--- src/rtl/forward_hazard_unit_if.sv ---
// ID-to-hazard-unit bus for the 5-stage pipeline.
//   master : ID-stage side; drives the decoded instruction fields and flush,
//            receives stall, the EX operand forwarding selects and the stall counter.
//   slave  : forward_hazard_unit side (mirror of master).
// Fields:
//   id_valid, id_rs, id_rt, id_use_rs, id_use_rt, id_rd, id_regwrite, id_memread, flush
//   stall, fwd_a_sel, fwd_b_sel, stall_count
interface forward_hazard_unit_if #(
  parameter int unsigned REGW = 5,
  parameter int unsigned CNTW = 32
);
  logic            id_valid;
  logic [REGW-1:0] id_rs;
  logic [REGW-1:0] id_rt;
  logic            id_use_rs;
  logic            id_use_rt;
  logic [REGW-1:0] id_rd;
  logic            id_regwrite;
  logic            id_memread;
  logic            flush;
  logic            stall;
  logic [1:0]      fwd_a_sel;
  logic [1:0]      fwd_b_sel;
  logic [CNTW-1:0] stall_count;

  modport master (
    output id_valid, id_rs, id_rt, id_use_rs, id_use_rt, id_rd, id_regwrite, id_memread, flush,
    input  stall, fwd_a_sel, fwd_b_sel, stall_count
  );

  modport slave (
    input  id_valid, id_rs, id_rt, id_use_rs, id_use_rt, id_rd, id_regwrite, id_memread, flush,
    output stall, fwd_a_sel, fwd_b_sel, stall_count
  );
endinterface

--- src/rtl/forward_hazard_unit.sv ---
// Load-use hazard detection and EX-stage operand forwarding control.
// Tracks the destination of the instructions now in EX and MEM, stalls ID for one cycle
// when it consumes the result of a load sitting in EX, and registers the 2-bit forwarding
// selects (00 regfile, 01 EX/MEM, 10 MEM/WB) for the instruction entering EX.
// Ports:
//   clk  - rising-edge clock
//   rst  - synchronous active-high reset
//   bus  - forward_hazard_unit_if.slave (ID fields and flush in; stall, selects, count out)
module forward_hazard_unit #(
  parameter int unsigned REGW = 5,
  parameter int unsigned CNTW = 32
) (
  input logic                 clk,
  input logic                 rst,
  forward_hazard_unit_if.slave bus
);

  localparam logic [1:0] SelRf  = 2'b00;
  localparam logic [1:0] SelEx  = 2'b01;
  localparam logic [1:0] SelMem = 2'b10;

  // EX entry
  logic            ex_v_q, ex_v_d;
  logic [REGW-1:0] ex_rd_q, ex_rd_d;
  logic            ex_rw_q, ex_rw_d;
  logic            ex_mr_q, ex_mr_d;
  // MEM entry
  logic            mem_v_q, mem_v_d;
  logic [REGW-1:0] mem_rd_q, mem_rd_d;
  logic            mem_rw_q, mem_rw_d;
  // Outputs
  logic [1:0]      fwd_a_q, fwd_a_d;
  logic [1:0]      fwd_b_q, fwd_b_d;
  logic [CNTW-1:0] cnt_q, cnt_d;

  logic stall;
  logic hit_rs, hit_rt;
  logic issue;

  // The youngest result wins, and r0 is hard-wired so it is never forwarded.
  function automatic logic [1:0] sel_f(
    input logic [REGW-1:0] r,
    input logic            use_r,
    input logic            exv, input logic [REGW-1:0] exrd, input logic exrw,
    input logic            memv, input logic [REGW-1:0] memrd, input logic memrw
  );
    logic [1:0] s;
    s = SelRf;
    if (use_r && (r != '0)) begin
      if (exv && exrw && (exrd == r)) begin
        s = SelEx;
      end else if (memv && memrw && (memrd == r)) begin
        s = SelMem;
      end
    end
    return s;
  endfunction

  always_comb begin
    hit_rs = bus.id_use_rs && (bus.id_rs == ex_rd_q);
    hit_rt = bus.id_use_rt && (bus.id_rt == ex_rd_q);
    stall  = bus.id_valid && !bus.flush && ex_v_q && ex_mr_q && (ex_rd_q != '0) &&
             (hit_rs || hit_rt);
    issue  = bus.id_valid && !bus.flush && !stall;
  end

  always_comb begin
    // MEM always follows EX, independent of stall or flush.
    mem_v_d  = ex_v_q;
    mem_rd_d = ex_rd_q;
    mem_rw_d = ex_rw_q;

    ex_v_d  = 1'b0;
    ex_rd_d = ex_rd_q;
    ex_rw_d = ex_rw_q;
    ex_mr_d = ex_mr_q;
    fwd_a_d = SelRf;
    fwd_b_d = SelRf;
    if (issue) begin
      ex_v_d  = 1'b1;
      ex_rd_d = bus.id_rd;
      ex_rw_d = bus.id_regwrite;
      ex_mr_d = bus.id_memread;
      fwd_a_d = sel_f(bus.id_rs, bus.id_use_rs, ex_v_q, ex_rd_q, ex_rw_q,
                      mem_v_q, mem_rd_q, mem_rw_q);
      fwd_b_d = sel_f(bus.id_rt, bus.id_use_rt, ex_v_q, ex_rd_q, ex_rw_q,
                      mem_v_q, mem_rd_q, mem_rw_q);
    end

    cnt_d = cnt_q;
    if (stall && (cnt_q != '1)) begin
      cnt_d = cnt_q + CNTW'(1);
    end
  end

  always_ff @(posedge clk) begin
    if (rst) begin
      ex_v_q   <= 1'b0;
      ex_rd_q  <= '0;
      ex_rw_q  <= 1'b0;
      ex_mr_q  <= 1'b0;
      mem_v_q  <= 1'b0;
      mem_rd_q <= '0;
      mem_rw_q <= 1'b0;
      fwd_a_q  <= SelRf;
      fwd_b_q  <= SelRf;
      cnt_q    <= '0;
    end else begin
      ex_v_q   <= ex_v_d;
      ex_rd_q  <= ex_rd_d;
      ex_rw_q  <= ex_rw_d;
      ex_mr_q  <= ex_mr_d;
      mem_v_q  <= mem_v_d;
      mem_rd_q <= mem_rd_d;
      mem_rw_q <= mem_rw_d;
      fwd_a_q  <= fwd_a_d;
      fwd_b_q  <= fwd_b_d;
      cnt_q    <= cnt_d;
    end
  end

  assign bus.stall       = stall;
  assign bus.fwd_a_sel   = fwd_a_q;
  assign bus.fwd_b_sel   = fwd_b_q;
  assign bus.stall_count = cnt_q;

endmodule
--- src/flat_wrapper.sv ---
// flat-port wrapper written by rule: the top's interface ports become plain ports
module forward_hazard_unit_flat 
#(
  parameter int unsigned REGW = 5,
  parameter int unsigned CNTW = 32
)
  (clk, rst, bus_id_valid, bus_id_rs, bus_id_rt, bus_id_use_rs, bus_id_use_rt, bus_id_rd, bus_id_regwrite, bus_id_memread, bus_flush, bus_stall, bus_fwd_a_sel, bus_fwd_b_sel, bus_stall_count);
  forward_hazard_unit_if #(.REGW(REGW), .CNTW(CNTW)) bus_i ();
  input logic clk;
  input logic rst;
  input wire logic [$bits(bus_i.id_valid)-1:0] bus_id_valid;
  input wire logic [$bits(bus_i.id_rs)-1:0] bus_id_rs;
  input wire logic [$bits(bus_i.id_rt)-1:0] bus_id_rt;
  input wire logic [$bits(bus_i.id_use_rs)-1:0] bus_id_use_rs;
  input wire logic [$bits(bus_i.id_use_rt)-1:0] bus_id_use_rt;
  input wire logic [$bits(bus_i.id_rd)-1:0] bus_id_rd;
  input wire logic [$bits(bus_i.id_regwrite)-1:0] bus_id_regwrite;
  input wire logic [$bits(bus_i.id_memread)-1:0] bus_id_memread;
  input wire logic [$bits(bus_i.flush)-1:0] bus_flush;
  output wire logic [$bits(bus_i.stall)-1:0] bus_stall;
  output wire logic [$bits(bus_i.fwd_a_sel)-1:0] bus_fwd_a_sel;
  output wire logic [$bits(bus_i.fwd_b_sel)-1:0] bus_fwd_b_sel;
  output wire logic [$bits(bus_i.stall_count)-1:0] bus_stall_count;
  assign bus_i.id_valid = bus_id_valid;
  assign bus_i.id_rs = bus_id_rs;
  assign bus_i.id_rt = bus_id_rt;
  assign bus_i.id_use_rs = bus_id_use_rs;
  assign bus_i.id_use_rt = bus_id_use_rt;
  assign bus_i.id_rd = bus_id_rd;
  assign bus_i.id_regwrite = bus_id_regwrite;
  assign bus_i.id_memread = bus_id_memread;
  assign bus_i.flush = bus_flush;
  assign bus_stall = bus_i.stall;
  assign bus_fwd_a_sel = bus_i.fwd_a_sel;
  assign bus_fwd_b_sel = bus_i.fwd_b_sel;
  assign bus_stall_count = bus_i.stall_count;
  forward_hazard_unit #(.REGW(REGW), .CNTW(CNTW)) u_core (.clk(clk), .rst(rst), .bus(bus_i));
endmodule
--- config.mk ---
export PLATFORM = sky130hd
export DESIGN_NAME = forward_hazard_unit_flat
export DESIGN_NICKNAME = d
export VERILOG_FILES = /design/src/rtl/forward_hazard_unit_if.sv /design/src/rtl/forward_hazard_unit.sv /design/src/flat_wrapper.sv
export SDC_FILE = /design/constraint.sdc
export NUM_CORES = 1
export LEC_CHECK = 0
export ABC_AREA = 1
export BUFFER_PORTS_ARGS = -buffer_cell sky130_fd_sc_hd__buf_2
export CORE_MARGIN = 2
export CORE_UTILIZATION = 50
export DETAILED_ROUTE_END_ITERATION = 16
export GPL_TIMING_DRIVEN = 0
export PLACE_DENSITY = 0.73
export SLEW_MARGIN = 25
export SYNTH_ARGS = -nofsm -noshare
export SYNTH_HDL_FRONTEND = slang
export SYNTH_SLANG_ARGS = --single-unit
--- constraint.sdc ---
create_clock -name clk -period 1.85 [get_ports clk]
set_input_delay 0.37 -clock clk [delete_from_list [all_inputs] [get_ports clk]]
set_output_delay 0.37 -clock clk [all_outputs]
set_load 0.03 [all_outputs]
==> impl_metrics.py <==
metrics = {
    "run_status": {
        "outcome": "complete, but fails checks",
        "violations": "setup timing",
    },
    "clock_network": {
        "htreeDepth": 2,
        "tritoncts.num_buffers": 5,
        "cts_tree": "built",
        "path_clk_slew_ps": 100,
        "clock_latency_ps": 310,
        "cts-root-buf": "clkbuf_8",
        "hold_buffers": 0,
        "cts.sinks": 51,
        "clk_path_buf_depth": 2,
    },
    "timing": {
        "finalHoldViolCount": 0,
        "rsz0062_at_grt": "yes",
        "fin_crit_sh_pct": 104.5,
        "min_period_ps": 1933,
        "relSlewSlack_pct": 46.65,
        "max_freq_mhz": 517.3,
        "tns_ps": -83.22,
        "finalMaxSlewViolations": 0,
        "fin_ws_ps": -83.22,
        "worstMarginPinSlew_ps": 800.3,
        "setup_violations": 1,
        "skew_ps": 5.770,
    },
    "synthesis": {
        "synth.distinct_cells": 31,
        "async_flop_share_pct": 0,
        "synth_top_flop_cell": "dfxtp_1",
        "postSynthCellCount": 550,
        "post_synth.cell_area_avg_sq_um": 6.192,
        "ys_warn_count": 0,
        "synth-seq-cells": 51,
        "synth_edf_count": 0,
        "syn_nets": 574,
        "synth_area_sq_um": 3406,
        "yosysSeqAreaShare_pct": 29.98,
    },
    "worst_setup_path": {
        "crit_start": "u_core.ex_rd_q[3]$_SDFFE_PP0N_",
        "rr_startpoint": "u_core.bus.stall_count[1]$_SDFFE_PP0P_",
        "regToRegSetupSlack_ps": 30,
        "crit_path_top_delay_cell": "dfxtp_4",
        "cp-endpoint": "bus_stall",
        "crit_path_max_incr_delay_ps": 380,
        "cp.required_ps": 1480,
        "crit_arrival_ps": 1560,
        "critical_path_class": "flop to output port",
        "reg2regPathDepth": 13,
        "cp_cell_sequence": "inv_2, nand2_1, nand2_1, nor2_2, nand4_1, nand2_2, nand2_4, inv_2, buf_6",
        "critical_path.reg2reg.endpoint": "u_core.bus.stall_count[20]$_SDFFE_PP0P_",
        "startpoint_type": "flop",
        "path_max_fanout": 4,
        "cp-end-kind": "output port",
    },
    "drt": {
        "vias": 3865,
        "wl_per_cell_um": 13.55,
        "wl_met1_mm": 4.259,
        "routed_wirelength_mm": 9.826,
        "viasPerCell": 5.331,
        "drtIter0Drc": 313,
        "drtAntennaViolNets": 0,
        "first_pass_iters": 5,
        "wl_met2_mm": 4.636,
        "top_layer_used": "met4",
        "drc_errors": 0,
        "wl_met3_um": 713,
    },
    "power_and_ir_drop": {
        "power_frac_seq_pct": 55.6,
        "p_switching_w": 0.0005415,
        "powerDensity_nw_per_um2": 482.0,
        "intPower_w": 0.001497,
        "pwr-share-clk_pct": 31.9,
        "leakage_nw": 2.109,
        "power_frac_comb_pct": 12.5,
        "switching_share_pct": 26.56,
        "vdd_drop_max_mv": 0.3922,
    },
    "finish": {
        "antenna_cells": 0,
        "final_common_cell": "nand2_1",
        "area_delta_synth_final_pct": 24.21,
        "nNetsFinal": 668,
        "drive_gt1_share_pct": 25.43,
        "mostFrequentLayoutCells": "140 x nand2_1, 85 x inv_1, 84 x nor2_1",
        "final_cell_area_sq_um": 4230,
        "final_core_util_pct": 63.31,
    },
    "worst_hold_path": {
        "hold_start": "bus_id_memread",
        "hp-class": "primary input to flop",
    },
    "floorplanning": {
        "dieArea_sq_um": 7487,
        "ios": 60,
        "placementRows": 30,
        "design.core.area_sq_um": 6681,
        "die_x_um": 86.53,
        "start_util_pct": 50.97,
        "chipHeight_um": 86.53,
    },
    "global_routing": {
        "grt_max_degree": 16,
        "antenna_found_initial": 0,
        "grt_pass1_vias": 3510,
        "grt_pass1_wl_mm": 15.67,
        "grt_overflow": 0,
        "grt_usage_pct": 25.82,
    },
    "run": {
        "drv_cap": 0,
    },
    "placed_design": {
        "placed_area_sq_um": 3804,
        "post-dp-hpwl_mm": 6.900,
        "gp_congestion": 0.9444,
        "port_buffers": 59,
    },
}
per-stage QoR:
stage               hold WS [ps]  std cells  setup WS (ps)  power (W)
finish                     289.4        725         -83.22   0.002039
global route               294.7        725         -192.2   0.002130
CTS                        294.3        714         -95.26   0.002022
detailed placement         466.0        689         -216.1   0.001347
global placement           457.6        689         -210.8   0.001342
floorplan                  429.8        550          54.03   0.001279
flip-flops by register name, summed over array words and instances (netlist names):
register                count
u_core.mem_v_q              1
u_core.ex_v_q               1
u_core.mem_rd_q             5
u_core.bus.fwd_a_sel        2
u_core.ex_rw_q              1
u_core.bus.stall_count     32
u_core.ex_rd_q              5
u_core.mem_rw_q             1
u_core.bus.fwd_b_sel        2
u_core.ex_mr_q              1
synthesized netlist by cell type, types with 2 or more instances:
master	count	area (sq um)
xnor2_1	13	113.9
clkbuf_1	6	22.52
nor4_1	2	12.51
nand3_4	2	35.03
buf_6	4	45.04
inv_1	88	330.3
nor3_1	6	30.03
buf_2	6	30.03
nand2_1	141	529.3
dfxtp_1	51	1021
a21oi_2	7	61.31
nand3_1	37	185.2
nor2_2	2	12.51
o21ai_0	7	35.03
nor2_1	90	337.8
inv_2	3	11.26
a21oi_1	7	35.03
o211ai_1	2	15.01
nand3b_1	9	67.56
xor2_1	7	61.31
nand4_1	42	262.8
nor2_4	3	33.78
nand2_2	7	43.79
layer usage:
metal | vias to the layer above | global-route usage [%]
met2 | 186 | 43.36
met3 | 26 | 3.810
met4 | 0 | 9.091
li1 | 1926 | -
met1 | 1727 | 33.72
met5 | - | 0
how the worst min path moves through the flow:
stage                                         end  cells past startpoint  slack (ps)
finish                u_core.ex_mr_q$_SDFFE_PP0N_                      3         290
global route        u_core.mem_rd_q[1]$_SDFF_PP0_                      2         290
CTS                 u_core.mem_rd_q[1]$_SDFF_PP0_                      2         290
detailed placement      u_core.mem_v_q$_SDFF_PP0_                      2         470
global placement        u_core.mem_v_q$_SDFF_PP0_                      2         460
floorplan               u_core.mem_v_q$_SDFF_PP0_                      2         430
area by class of cell:
type	count	area, sq um
fillers	620	2451
multi-input cells	390	1989
flip-flops and latches	51	1049
repair buffers	88	536.8
inverters	92	347.8
plain buffers	16	122.6
well taps	80	100.1
clock buffers	6	72.57
clock inverters	2	12.51
critical path: cells and delay by family (launching register included):
family | cells | cell delay (ps)
AND/OR/NAND/NOR | 6 | 640
buffers and inverters | 3 | 230
flip-flops | 1 | 380
power groups by stage:
| stage | Combinational (W) | Clock [W] | Sequential (W) |
|---|---|---|---|
| final | 0.000255 | 0.000650 | 0.00113 |
| after global routing | 0.000280 | 0.000713 | 0.00114 |
| after CTS | 0.000232 | 0.000654 | 0.00114 |
| after detailed placement | 0.000188 | 0 | 0.00116 |
| after global placement | 0.000183 | 0 | 0.00116 |
| after floorplan | 0.000123 | 0 | 0.00116 |
logic make-up (layout without fill, tap and decap cells):
group	count (synthesis)	in the layout	share of synthesized area (%)
compound gates	25	25	4.665
xor+xnor	20	20	5.143
fa+ha+maj	1	1	0.3673
buf+inv	109	204	13.23
flops	51	51	29.98
simple gates	344	344	46.62
repair_timing:
action,CTS,global route
pin swaps,7,14
gates resized for setup,13,40
setup buffers,17,13
endpoints found under the setup margin,17,36
gates cloned,0,1
Note: power is estimated with default switching activity, not from simulation.
